<file path="config.mk">
export PLATFORM = sky130hd
export DESIGN_NAME = led_pattern_gen
export DESIGN_NICKNAME = d
export VERILOG_FILES = /design/src/rtl/led_pattern_gen.sv
export SDC_FILE = /design/constraint.sdc
export NUM_CORES = 1
export LEC_CHECK = 0
export CAP_MARGIN = 5
export CORE_UTILIZATION = 45
export CTS_BUF_LIST = sky130_fd_sc_hd__clkbuf_4 sky130_fd_sc_hd__clkbuf_8
export DETAILED_ROUTE_END_ITERATION = 6
export PLACE_DENSITY = 0.72
export SYNTH_ARGS = -nofsm -noshare
export SYNTH_HDL_FRONTEND = slang
export SYNTH_SLANG_ARGS = --single-unit
</file>
<file path="constraint.sdc">
create_clock -name clk -period 2.8 [get_ports clk]
set_input_delay 0.56 -clock clk [delete_from_list [all_inputs] [get_ports clk]]
set_output_delay 0.56 -clock clk [all_outputs]
set_load 0.005 [all_outputs]
</file>
<file path="src/rtl/led_pattern_gen.sv">
// LED pattern generator for board bring-up and status display.
// A programmable prescaler produces a step tick; each tick advances the pattern
// register according to the selected mode (rotate left, rotate right, bounce,
// binary count). Mode changes and loads restart the pattern and the prescaler.
//
// Ports:
//   clk      - clock
//   rst      - asynchronous active-high reset
//   enable   - 1: prescaler runs; 0: prescaler and pattern frozen
//   mode     - 00 rotate left, 01 rotate right, 10 bounce, 11 binary count
//   div      - step period minus one (step every div+1 enabled cycles)
//   load     - synchronous preload strobe
//   load_val - preload value for the pattern
//   led      - pattern after polarity
//   step     - one-cycle pulse, high in the first cycle a new pattern is visible
//   wrap     - one-cycle pulse marking the end of a full pattern period
//   cnt_out  - current prescaler count
module led_pattern_gen #(
  parameter int unsigned      WIDTH      = 8,
  parameter int unsigned      PRESCALE_W = 24,
  parameter logic [WIDTH-1:0] INIT       = WIDTH'(1),
  parameter bit               ACTIVE_LOW = 1'b1
) (
  input  logic                  clk,
  input  logic                  rst,
  input  logic                  enable,
  input  logic [1:0]            mode,
  input  logic [PRESCALE_W-1:0] div,
  input  logic                  load,
  input  logic [WIDTH-1:0]      load_val,
  output logic [WIDTH-1:0]      led,
  output logic                  step,
  output logic                  wrap,
  output logic [PRESCALE_W-1:0] cnt_out
);

  localparam int unsigned PosW = $clog2(WIDTH);
  localparam logic [PosW-1:0] PosLast   = PosW'(WIDTH - 1);
  localparam logic [PosW-1:0] PosPenult = PosW'(WIDTH - 2);
  localparam logic [WIDTH-1:0] OneHot0  = WIDTH'(1);

  typedef enum logic [1:0] {ModeRotL, ModeRotR, ModeBounce, ModeCount} mode_e;
  typedef enum logic {DirUp, DirDown} dir_e;

  logic [PRESCALE_W-1:0] cnt_q;
  logic [WIDTH-1:0]      pat_q;
  logic [PosW-1:0]       pos_q;
  logic [PosW-1:0]       nsteps_q;
  dir_e                  dir_q;
  logic [1:0]            mode_q;
  logic                  step_q;
  logic                  wrap_q;

  // Next pattern state, applied only when a tick is taken.
  logic [WIDTH-1:0] pat_step;
  logic [PosW-1:0]  pos_step;
  logic [PosW-1:0]  nsteps_step;
  dir_e             dir_step;
  logic             wrap_step;
  logic             tick;

  // >= rather than == so lowering div below the current count ends the period
  // on the next enabled cycle instead of waiting for a counter wrap.
  assign tick = enable && (cnt_q >= div);

  always_comb begin
    pat_step    = pat_q;
    pos_step    = pos_q;
    nsteps_step = nsteps_q;
    dir_step    = dir_q;
    wrap_step   = 1'b0;
    unique case (mode_q)
      ModeRotL, ModeRotR: begin
        if (mode_q == ModeRotL) begin
          pat_step = {pat_q[WIDTH-2:0], pat_q[WIDTH-1]};
        end else begin
          pat_step = {pat_q[0], pat_q[WIDTH-1:1]};
        end
        if (nsteps_q == PosLast) begin
          nsteps_step = '0;
          wrap_step   = 1'b1;
        end else begin
          nsteps_step = nsteps_q + PosW'(1);
        end
      end
      ModeBounce: begin
        // Position is the source of truth; the pattern is always its one-hot.
        if (dir_q == DirUp) begin
          pos_step = pos_q + PosW'(1);
          if (pos_q == PosPenult) dir_step = DirDown;
        end else begin
          pos_step = pos_q - PosW'(1);
          if (pos_q == PosW'(1)) begin
            dir_step  = DirUp;
            wrap_step = 1'b1;
          end
        end
        pat_step = OneHot0 << pos_step;
      end
      ModeCount: begin
        pat_step  = pat_q + WIDTH'(1);
        wrap_step = &pat_q;
      end
      default: ;
    endcase
  end

  always_ff @(posedge clk or posedge rst) begin
    if (rst) begin
      cnt_q    <= '0;
      pat_q    <= INIT;
      pos_q    <= '0;
      nsteps_q <= '0;
      dir_q    <= DirUp;
      mode_q   <= ModeRotL;
      step_q   <= 1'b0;
      wrap_q   <= 1'b0;
    end else begin
      step_q <= 1'b0;
      wrap_q <= 1'b0;
      if (mode != mode_q) begin
        // Mode switch restarts from INIT regardless of enable.
        mode_q   <= mode;
        pat_q    <= INIT;
        pos_q    <= '0;
        nsteps_q <= '0;
        dir_q    <= DirUp;
        cnt_q    <= '0;
      end else if (load) begin
        pat_q    <= load_val;
        pos_q    <= '0;
        nsteps_q <= '0;
        dir_q    <= DirUp;
        cnt_q    <= '0;
      end else if (enable) begin
        if (tick) begin
          cnt_q    <= '0;
          pat_q    <= pat_step;
          pos_q    <= pos_step;
          nsteps_q <= nsteps_step;
          dir_q    <= dir_step;
          step_q   <= 1'b1;
          wrap_q   <= wrap_step;
        end else begin
          cnt_q <= cnt_q + PRESCALE_W'(1);
        end
      end
    end
  end

  assign led     = ACTIVE_LOW ? ~pat_q : pat_q;
  assign step    = step_q;
  assign wrap    = wrap_q;
  assign cnt_out = cnt_q;

endmodule
</file>
==> results of run 1 <==
[cells by family after synthesis]
group	after synthesis	share of synthesized area
and+or+nand+nor	140	0.2043
AOI/OAI and AO/OA	74	0.1572
buffers and inverters	65	0.07918
DFF	43	0.3326
xor gates and xnor gates	33	0.08922
adders and majority gates	32	0.1236
muxes	4	0.01390
[stage by stage]
stage	instance area [µm²]	utilization	setup TNS [ns]	total power [W]
after floorplan	3239	-	0	0.0007669
after global placement	4182	0.6087	-8.343	0.0008822
after detailed placement	4182	0.6087	-11.99	0.0008854
after CTS	4292	0.6248	-0.05593	0.001336
after global routing	4489	0.6536	-0.03946	0.001396
final	4489	0.6536	0	0.001339
[registers in the layout, summed over array words and instances (netlist names)]
signal,flops
mode_q,2
cnt_out,24
pos_q,3
dir_q,1
wrap,1
pat_q,8
nsteps_q,3
step,1
[cell usage after synthesis (all sizes together) (2+ instances only)]
| cell type | number |
|---|---|
| a221oi | 4 |
| nand4 | 8 |
| xor2 | 5 |
| buf | 5 |
| clkbuf | 10 |
| and3 | 6 |
| nand2 | 33 |
| a31oi | 3 |
| o21a | 2 |
| nor2 | 47 |
| inv | 48 |
| a21oi | 25 |
| nand3 | 17 |
| a2111oi | 2 |
| nor2b | 7 |
| ha | 32 |
| xnor2 | 28 |
| clkinv | 2 |
| nor4 | 3 |
| o21ai | 14 |
| a211oi | 4 |
| nor3 | 11 |
| or4 | 2 |
| dfrtp | 42 |
| a311oi | 4 |
| o211ai | 3 |
| mux2i | 3 |
[power groups by stage]
stage	sequential, W	combinational, W	clock (W)
final	0.000646	0.000238	0.000455
after global routing	0.000648	0.000263	0.000485
after CTS	0.000645	0.000230	0.000461
after detailed placement	0.000657	0.000228	0
after global placement	0.000658	0.000225	0
after floorplan	0.000651	0.000116	0
[cell usage in the layout (no fill, tap or decap), types with 4 or more instances in the layout]
cell / count
a21oi_1: 23
a221oi_1: 4
a311oi_1: 4
and3_1: 6
buf_4: 28
clkbuf_8: 7
clkdlybuf4s50_1: 66
dfrtp_1: 42
dlymetal6s2s_1: 5
ha_1: 24
ha_4: 8
inv_1: 42
inv_2: 5
nand2_1: 32
nand3_1: 16
nand4_1: 8
nor2_1: 47
nor2b_1: 7
nor3_1: 10
o21ai_0: 14
xnor2_1: 28
xor2_1: 5
[final timing paths]
path                            cells after the start  slack, ns                      end
max in group asynchronous                           3       1.63     pat_q[0]$_DFFE_PP1P_
worst min register to register                      2       0.54  nsteps_q[1]$_DFFE_PP0P_
worst max-delay path                               11       0.05  nsteps_q[0]$_DFFE_PP0P_
min in group asynchronous                           2       0.55  cnt_out[17]$_DFFE_PP0P_
worst max register to register                      8       0.18     pat_q[5]$_DFFE_PP0P_
worst min-delay path                                2       0.54  nsteps_q[1]$_DFFE_PP0P_
[layout make-up]
| type | instances | area, µm² |
|---|---|---|
| tap | 96 | 120.1 |
| timing repair buffer | 99 | 933.4 |
| multi-input combinational | 283 | 2067 |
| clock buffer | 8 | 103.9 |
| fill | 576 | 2380 |
| sequential | 43 | 1077 |
| inverter | 50 | 187.7 |
[layer usage]
metal / vias to the layer above / global-route usage / share of wire
met5: - / 0 / 0
met4: 0 / 0.1045 / 0.029
met3: 27 / 0.04857 / 0.065
li1: 1522 / - / -
met1: 1475 / 0.3216 / 0.43
met2: 142 / 0.3951 / 0.48
[timing repair]
| action | 4_1_cts | 5_1_grt |
|---|---|---|
| setup buffers | 0 | 4 |
| endpoints found under the setup margin | 28 | 34 |
| gates resized for setup | 3 | 27 |
| pin swaps | 3 | 13 |
| hold buffers | 0 | 0 |
[worst max-delay path: stages]
cell and delay (ns):
clkdlybuf4s50_1 0.45, inv_1 0.06, ha_4 0.27, nand2_1 0.05, o21a_1 0.20, o221a_4 0.22
o21a_4 0.23, buf_4 0.13, a21o_4 0.24, or4_4 0.42, a21oi_2 0.15
==> impl_metrics.toml, run 1 <==
[global_routing]
antenna_found_initial = 0
grt_pass1_wl_um = 14340
grt_max_degree = 26
grtUsageTotal = 0.2457
grt-ovfl-total = 0
grt_pass1_vias = 3038

[floorplanning]
start_util = 0.4716
fp.coreArea_mm2 = 0.006869
die_y_um = 86.85
dieWidth_um = 86.85
dieArea_mm2 = 0.007542
rows = 30
ios = 72

[critical_path]
crit_path_start = "div[15]"
r2r_start = "pos_q[0]$_DFFE_PP0P_"
cp_data_required_time_ns = 3.04
crit_type = "in -> reg"
cp.arrival_ns = 2.98
cp-start-kind = "input pin"
cp-end-kind = "register"
crit_path_max_fanout = 7

[logic_synthesis]
async_flop_share = 1.000
yosysWarnings = 0
synth_cell_types = 53
seq_area_frac_synth = 0.3326
avgSynthCellArea_um2 = 8.285
yosysTopAreaCellShare = 0.3244
ys_ff_latch = 43
yosysTopAreaCell = "dfrtp_1"
synthesis.area_mm2 = 0.003239
syn_inst = 391
synth_edf_count = 0
synth_nets = 461
synth_ff_type = "dfrtp_1"
synth.area.top_cells = "dfrtp_1, ha_1, xnor2_1"

[layout]
drive_gt1_frac = 0.1346
area_growth_pct = 38.59
n_antenna_cell = 0
stdcell_count = 579
nets = 552

[sta]
finalSetupViolations = 0
post-route-min-period_ns = 2.745
period_share = 0.9805
max_freq_mhz = 364.2
fin_ws_ns = 0.05455
drv_slew = 0
fin_skew_ns = 0.009247
whs_ns = 0.5391
tightest_slew_ns = 0.6007
final-hold-violation-count = 0
maxSlewHeadroom = 0.5970

[placement]
pre_cts_ws_ns = -0.3988
dp.cells = 567
routabilityCongestion = 0.9119
dp_hpwl_um = 6689
port_buffers = 71

[cts]
cts_root_buf = "clkbuf_8"
cts.clk_slew.worst_paths_ns = 0.08
cts_inserted_buffers = 5
max-clock-path-buffers = 2
cts_max_level = 2
clkSinkCount = 43
clkLatencyLatePin_ns = 0.31
cts_tree = "built"

[power]
p_leak_nw = 1.893
switchingPower_w = 0.0003534
clock_power_share = 0.340
p_comb_frac = 0.178
power.internal_w = 0.0009857
p_seq_frac = 0.483
power.density_mw_per_mm2 = 298.3
switching_share = 0.2639
ir_drop_mv = 0.2598

[detailed_routing]
antenna_left = 0
post_drt_wl_per_cell_um = 15.04
drt_iter0_drc = 292
vias = 3166
firstDrtPassIters = 5
drcViolationCount = 0
routed_wl_um = 8710
via_per_inst = 5.468

[hold_path]
hp-start = "nsteps_q[1]$_DFFE_PP0P_"
min_path_type = "reg -> reg"

[status]
status = "finished, final reports clean"

[run]
maxCapViolCount = 0
Note: power is estimated with default switching activity, not from simulation.
==> run 2: changes to the inputs <==
--- a/config.mk
+++ b/config.mk
@@ -6,6 +6,7 @@
 export NUM_CORES = 1
 export LEC_CHECK = 0
 export CAP_MARGIN = 5
+export CORE_MARGIN = 2
 export CORE_UTILIZATION = 45
 export CTS_BUF_LIST = sky130_fd_sc_hd__clkbuf_4 sky130_fd_sc_hd__clkbuf_8
 export DETAILED_ROUTE_END_ITERATION = 6
==> run 2 against run 1 <==
Register-to-register slack better by 0.02 ns. Worst setup slack better by 0.026 ns. First-iteration DRC count down 39%. Final cell count unchanged. Largest cell class unchanged.
==> impl_metrics.toml, run 2 (synthesis results as in run 1) <==
[status]
status = "finished, final reports clean"

[critical_path]
reg2reg_to = "nsteps_q[0]$_DFFE_PP0P_"
cp_slowest_cell = "clkdlybuf4s50_1"
cp_common_cell = "buf_4"
crit_type = "in -> reg"
path_buf_inv = 4
r2r_start = "cnt_out[18]$_DFFE_PP0P_"
worst-r2r-cell-count = 8
cp_data_required_time_ns = 3.02
r2r_slack_ns = 0.20
crit_path_start = "div[11]"
endpoint = "cnt_out[22]$_DFFE_PP0P_"
critical-path-top-delay-family = "compound AO/OA/AOI/OAI gates"
crit_chain = "clkdlybuf4s50_1 -> inv_1 -> ha_1 -> a21oi_1 -> o21ai_0 -> a221oi_1 -> o21a_4 -> buf_4 -> a21o_4 -> nand2_2 -> buf_4 -> nor2_1"
cp.depth = 12
crit_path_max_fanout = 20
cp.arrival_ns = 2.94
cp-end-kind = "register"
cp-start-kind = "input pin"
cp_slowest_stage_delay_ns = 0.45

[floorplanning]
dieArea_mm2 = 0.007893
fp.coreArea_mm2 = 0.006869
dieWidth_um = 88.85
rows = 30
start_util = 0.4716
ios = 72
die_y_um = 88.85

[run]
maxCapViolCount = 0

[cts]
cts_max_level = 2
cts_inserted_buffers = 5
cts.clk_slew.worst_paths_ns = 0.08
max-clock-path-buffers = 2
postCtsHoldBufs = 0
clkSinkCount = 43
clkLatencyLatePin_ns = 0.30
cts_tree = "built"
cts_root_buf = "clkbuf_8"

[layout]
n_antenna_cell = 0
stdcell_count = 579
nets = 552
layout_commonest_cell = "clkdlybuf4s50_1"
layout_common_cells = "clkdlybuf4s50_1, nor2_1, dfrtp_1"
fill_cells = 563
seq_area_mm2 = 0.001077
multi_input_area_mm2 = 0.002110
final_util = 0.6601
area_growth_pct = 39.98
largest_reg_flops = 24
drive_gt1_frac = 0.1491

[hold_path]
min_path_type = "reg -> reg"
whs_path_depth = 2

[global_routing]
grt-ovfl-total = 0
grt_pass1_wl_um = 14300
grt_max_degree = 44
grt_pass1_vias = 3068
antenna_found_initial = 0
grtUsageTotal = 0.2312

[detailed_routing]
antenna_left = 0
firstDrtPassIters = 4
vias = 3145
drcViolationCount = 0
via_per_inst = 5.432
post_drt_wl_per_cell_um = 15.79
drt_iter0_drc = 177
routed_wl_um = 9142

[sta]
whs_ns = 0.5475
fin_skew_ns = 0.009401
drv_slew = 0
max_freq_mhz = 367.7
finalSetupViolations = 0
tightest_slew_ns = 0.5684
maxSlewHeadroom = 0.6211
post-route-min-period_ns = 2.720
final-hold-violation-count = 0
period_share = 0.9713
fin_ws_ns = 0.08047

[power]
p_leak_nw = 1.944
power.density_mw_per_mm2 = 287.1
p_total_w = 0.001302
ir_drop_mv = 0.1652

[placement]
dp.cells = 569
port_buffers = 71
dp_hpwl_um = 6657
routabilityCongestion = 0.9098
pre_cts_ws_ns = -0.3687
run 2: changes by cell type in the layout (fill, tap and decap cells not counted), sizes merged:
| cell | delta |
|---|---|
| clkdlybuf4s50 | -7 |
| dlymetal6s2s | +7 |
| clkbuf | -1 |
| clkinv | +1 |
run 2: worst register-to-register path: stages (launching register included):
cell     delay [ns]
dfrtp_1        0.47
ha_4           0.30
nand4_1        0.27
o221a_2        0.37
o21a_4         0.22
buf_4          0.14
a21o_4         0.24
or4_1          0.41
a21oi_1        0.13
run 2: layer usage:
metal	up-vias	GRT usage	routed length [µm]
li1	1517	-	-
met1	1505	0.3155	3969
met2	108	0.3874	4546
met3	15	0.03358	456
met4	0	0.05510	169
met5	-	0	0
run 2: area by class of cell:
| class | instances | area share |
|---|---|---|
| Inverter | 50 | 0.04139 |
| Timing Repair Buffer | 99 | 0.2097 |
| Clock buffer | 7 | 0.01849 |
| Clock inverter | 1 | 0.001104 |
| Sequential cell | 43 | 0.2376 |
| Multi-Input combinational cell | 283 | 0.4652 |
| Tap cell | 96 | 0.02649 |
run 2: timing repair:
| action | CTS | global route |
|---|---|---|
| pin swaps | 1 | 18 |
| endpoints found under the setup margin | 28 | 38 |
| buffers inserted | 0 | 2 |
| resized for setup | 3 | 42 |
| hold endpoints to repair | 0 | 0 |
run 2: power by group:
part           switching (W)  internal, W
logic               0.000121     0.000118
clock network       0.000221     0.000195
registers          0.0000154     0.000631
run 2: worst min path at each step:
stage | start | to | slack (ns)
6_report | nsteps_q[1]$_DFFE_PP0P_ | nsteps_q[1]$_DFFE_PP0P_ | 0.55
5_1_grt | nsteps_q[1]$_DFFE_PP0P_ | nsteps_q[1]$_DFFE_PP0P_ | 0.57
4_1_cts | nsteps_q[1]$_DFFE_PP0P_ | nsteps_q[1]$_DFFE_PP0P_ | 0.55
3_5_place_dp | nsteps_q[1]$_DFFE_PP0P_ | nsteps_q[1]$_DFFE_PP0P_ | 0.53
3_3_place_gp | nsteps_q[1]$_DFFE_PP0P_ | nsteps_q[1]$_DFFE_PP0P_ | 0.52
2_1_floorplan | nsteps_q[1]$_DFFE_PP0P_ | nsteps_q[1]$_DFFE_PP0P_ | 0.50
run 2: through the flow:
step / setup TNS (ns) / area (µm²)
floorplan: 0 / 3239
global placement: -9.008 / 4197
detailed placement: -12.20 / 4197
CTS: 0 / 4295
global route: -0.2422 / 4534
finish: 0 / 4534
==> variant 1 (flow settings as in run 1) <==
Set the parameter `PRESCALE_W` to 20 (it was 24).
--- a/src/rtl/led_pattern_gen.sv
+++ b/src/rtl/led_pattern_gen.sv
@@ -17,7 +17,7 @@
 //   cnt_out  - current prescaler count
 module led_pattern_gen #(
   parameter int unsigned      WIDTH      = 8,
-  parameter int unsigned      PRESCALE_W = 24,
+  parameter int unsigned      PRESCALE_W = 20,
   parameter logic [WIDTH-1:0] INIT       = WIDTH'(1),
   parameter bit               ACTIVE_LOW = 1'b1
 ) (
Ports: changed (resized cnt_out and div); port bits go from 72 to 64. The function was not compared with the original's and may differ.
==> variant 1 against run 1 <==
- synthesized area down 7.5%
- wire length down 16%
- design area down 12%
- worst setup slack better by 0.020 ns
- power down 5.2%
- sequential cell count down 4
- register-to-register slack better by 0.17 ns
- clock power up 4.4%
- highest routed layer unchanged
==> variant 1: results (changes against run 1) <==
Outcome = complete, no violations (unchanged)
Reg2reg start = cnt_out[17]$_DFFE_PP0P_ (was pos_q[0]$_DFFE_PP0P_)
Worst-path fanout max = 5 (was 7)
DP HPWL = 5360 µm (was 6690 µm)
Post-Syn Nets = 402 (was 461)
Flop pwr share = 46.6% (was 48.3%)
Largest net degree at the start of global routing = 40 (was 26)
Tot GR Track Use = 21.7% (was 24.6%)
P_comb = 203 µW (was 238 µW)
Max reg flops = 20 (was 24)
TritonRoute pass-1 iters = 4 (was 5)
Layout cells sized above 1 = 12.5% (was 13.5%)
Top delay family on crit path = buffers and inverters (was compound AO/OA/AOI/OAI gates)
Worst EP arrival = 2.90 ns (was 2.98 ns)
Routed length on met2 = 3450 µm (was 4150 µm)
Synth cell types = 57 (was 53)
GPL Wtd Cong = 0.872 (was 0.912)
Final Non-Filler Cells = 492 (was 579)
Met1 wire length = 3390 µm (was 3740 µm)
Vias in the first global route = 2572 (was 3038)
Top cells by area, synth = dfrtp_1, ha_1, inv_1 (was dfrtp_1, ha_1, xnor2_1)
Nets@finish = 477 (was 552)
Syn Inst Count = 340 (was 391)
Filler Cell Count = 533 (was 576)
R2r worst-path depth = 10 (was 8)
Psw = 331 µW (was 353 µW)
Maximum VDD drop = 0.000215 V (was 0.000260 V)
Int Power = 939 µW (was 986 µW)
Setup crit start = div[17] (was div[15])
DR WL met3 = 361 µm (was 566 µm)
Met2 Track Usage GR = 35.0% (was 39.5%)
Met1 usage = 30.1% (was 32.2%)
[variant 1: final cells by class]
type | count | area (µm²) | share of cell area (%)
inverters | 41 | 154 | 3.88
clock buffers | 5 | 68.8 | 1.73
well taps | 77 | 96.3 | 2.43
flip-flops and latches | 39 | 977 | 24.6
clock inverters | 2 | 37.5 | 0.945
multi-input cells | 244 | 1820 | 45.9
repair buffers | 84 | 813 | 20.5
[variant 1: what timing repair did]
action | CTS | global route
setup buffers | 0 | 2
endpoints found under the setup margin | 0 | 7
gates resized for setup | 0 | 10
[variant 1: stage by stage]
stage / area (µm²) / utilization [%] / TNS (ns) / setup slack, ns / hold WS [ns]
final: 3970 / 62.2 / 0 / 0.0746 / 0.555
after global routing: 3970 / 62.2 / 0 / 0.000623 / 0.599
after global placement: 3780 / 59.3 / -1.77 / -0.161 / 0.536
after CTS: 3890 / 60.9 / 0 / 0.0515 / 0.555
after detailed placement: 3780 / 59.3 / -3.23 / -0.270 / 0.543
after floorplan: 3000 / - / 0 / 0.486 / 0.523
==> variant 2 (flow settings as in run 1) <==
Made on the original files. Reset style: synchronous (`rst`), changed in one clocked block. Comments in the files are not updated.
--- a/src/rtl/led_pattern_gen.sv
+++ b/src/rtl/led_pattern_gen.sv
@@ -105,7 +105,7 @@
     endcase
   end
 
-  always_ff @(posedge clk or posedge rst) begin
+  always_ff @(posedge clk) begin
     if (rst) begin
       cnt_q    <= '0;
       pat_q    <= INIT;
Formal check against the unedited RTL: differs if rst is asserted again (counterexample within 4 cycles, from zero or initial values and one cycle with rst high); with rst held inactive, the same outputs for 4 cycles.
==> variant 2 against run 1 <==
- synthesized area is 8.0% lower
- design area is 2.6% lower
- worst hold slack worse by 0.057 ns
- critical endpoint is now pat_q[3]$_SDFFE_PP0P_
- count of clock-buffer cells in the layout is 3 lower
- critical path type unchanged
- wire length is 4.1% lower
- power is 3.5% lower
- critical path depth stayed put
- worst setup slack better by 0.019 ns
- synthesized cell count is 4.1% lower
- global-route usage is 2.0 points lower
- first-iteration DRC count is 31% lower
- sequential cell count stayed put
==> variant 2: results (changes against run 1) <==
Multi-input gates = 278 (was 283)
Synth Area in XOR/XNOR = 9.11% (was 8.92%)
Reg2reg start = cnt_out[12]$_SDFFE_PP0P_ (was pos_q[0]$_DFFE_PP0P_)
Routed WL = 8360 µm (was 8710 µm)
Complex-gate fraction of the synthesized area = 14.7% (was 15.7%)
Top FF cell, synth = dfxtp_1 (was dfrtp_1)
DP HPWL = 5770 µm (was 6690 µm)
M3 GR Usage = 3.78% (was 4.86%)
Worst-path fanout max = 4 (was 7)
Reg2reg end = nsteps_q[0]$_SDFFE_PP0P_ (was pat_q[5]$_DFFE_PP0P_)
Max Clock Freq = 0.367 GHz (was 0.364 GHz)
WHS = 0.482 ns (was 0.539 ns)
GPL Wtd Cong = 0.916 (was 0.912)
First-pass GRT wire length = 13000 µm (was 14300 µm)
Async SR Flop Fraction = 0% (was 100%)
Synth Area in Adders = 13.4% (was 12.4%)
Synth top cells by count = dfxtp_1, nor2_1, inv_1, ha_1, nand2_1 (was inv_1, nor2_1, dfrtp_1, ha_1, nand2_1)
Nets@finish = 539 (was 552)
Hold Startpoint = nsteps_q[1]$_SDFFE_PP0P_ (was nsteps_q[1]$_DFFE_PP0P_)
Clock Path Buffers = 2 (unchanged)
Hold Path Sink = nsteps_q[1]$_SDFFE_PP0P_ (was nsteps_q[1]$_DFFE_PP0P_)
CP endpoint = pat_q[3]$_SDFFE_PP0P_ (was nsteps_q[0]$_DFFE_PP0P_)
Register Area = 861 µm² (was 1080 µm²)
Non-clk buf share = 22.8% (was 20.8%)
Clk sinks = 43 (unchanged)
Met2 Track Usage GR = 37.8% (was 39.5%)
Via density per instance = 5.58 (was 5.47)
Inverter count = 38 (was 50)
TritonRoute pass-1 iters = 6 (was 5)
CLK BUF = 5 (was 8)
Largest net degree at the start of global routing = 29 (was 26)
Multi-input combinational area share = 49.6% (was 46.0%)
DR WL met3 = 535 µm (was 566 µm)
R2r worst-path depth = 9 (was 8)
Worst EP arrival = 2.92 ns (was 2.98 ns)
Setup Skew = 0.00814 ns (was 0.00925 ns)
Layout cells sized above 1 = 17.5% (was 13.5%)
Post-Place Worst Slack = -0.422 ns (was -0.399 ns)
Top cells by area, synth = dfxtp_1, ha_1, xor2_1 (was dfrtp_1, ha_1, xnor2_1)
Synth cell types = 55 (was 53)
Setup crit start = div[2] (was div[15])
Routed length on met2 = 3870 µm (was 4150 µm)
Maximum VDD drop = 0.000263 V (was 0.000260 V)
Met1 usage = 29.6% (was 32.2%)
Leak Pwr = 0.00182 µW (was 0.00189 µW)
Initial drt markers = 202 (was 292)
Multiplexer share of the synthesized area = 1.34% (was 1.39%)
Vias in the first global route = 2808 (was 3038)
Outcome = complete, no violations (unchanged)
Seq/Total Area, Yosys = 28.9% (was 33.3%)
Post-Syn Nets = 445 (was 461)
[variant 2: logic make-up (layout without fill, tap and decap cells)]
| family | count (synthesis) | count (layout) |
|---|---|---|
| AND/OR/NAND/NOR | 146 | 146 |
| AO/OA/AOI/OAI | 64 | 65 |
| buffers and inverters | 55 | 148 |
| flip-flops | 43 | 43 |
| adder cells (fa/ha/maj) | 32 | 32 |
| XOR/XNOR | 31 | 31 |
| multiplexers | 4 | 4 |
[variant 2: timing repair]
action,in CTS,in global routing
endpoints found under the hold margin,0,0
setup buffers,2,5
cloned,1,1
hold buffers,0,0
gates resized for setup,5,55
pin swaps,6,26
endpoints found under the setup margin,5,9
[variant 2: power breakdown]
| part | internal, µW | switching (µW) | total, µW |
|---|---|---|---|
| clock | 261 | 224 | 485 |
| combinational | 97.8 | 87.1 | 185 |
| sequential | 616 | 5.87 | 622 |
| total | 975 | 317 | 1290 |
[variant 2: through the flow]
stage / cell area [µm²] / instances / util (%) / power [µW] / setup TNS (ns)
3_3_place_gp: 3890 / 530 / 61.0 / 798 / -8.33
3_5_place_dp: 3890 / 530 / 61.0 / 801 / -9.54
4_1_cts: 4060 / 540 / 63.6 / 1290 / 0
2_1_floorplan: 2980 / 375 / - / 712 / 0
6_report: 4370 / 546 / 68.4 / 1290 / 0
5_1_grt: 4370 / 546 / 68.4 / 1350 / -0.0435
[variant 2: worst max-delay path: stages]
cell and delay, ns:
clkdlybuf4s50_1 0.45, inv_1 0.04, ha_1 0.29, a21o_1 0.17
a31oi_1 0.14, o21ai_1 0.11, a221o_2 0.41, buf_4 0.16
o21ai_4 0.17, nor3_2 0.08, a311o_1 0.32
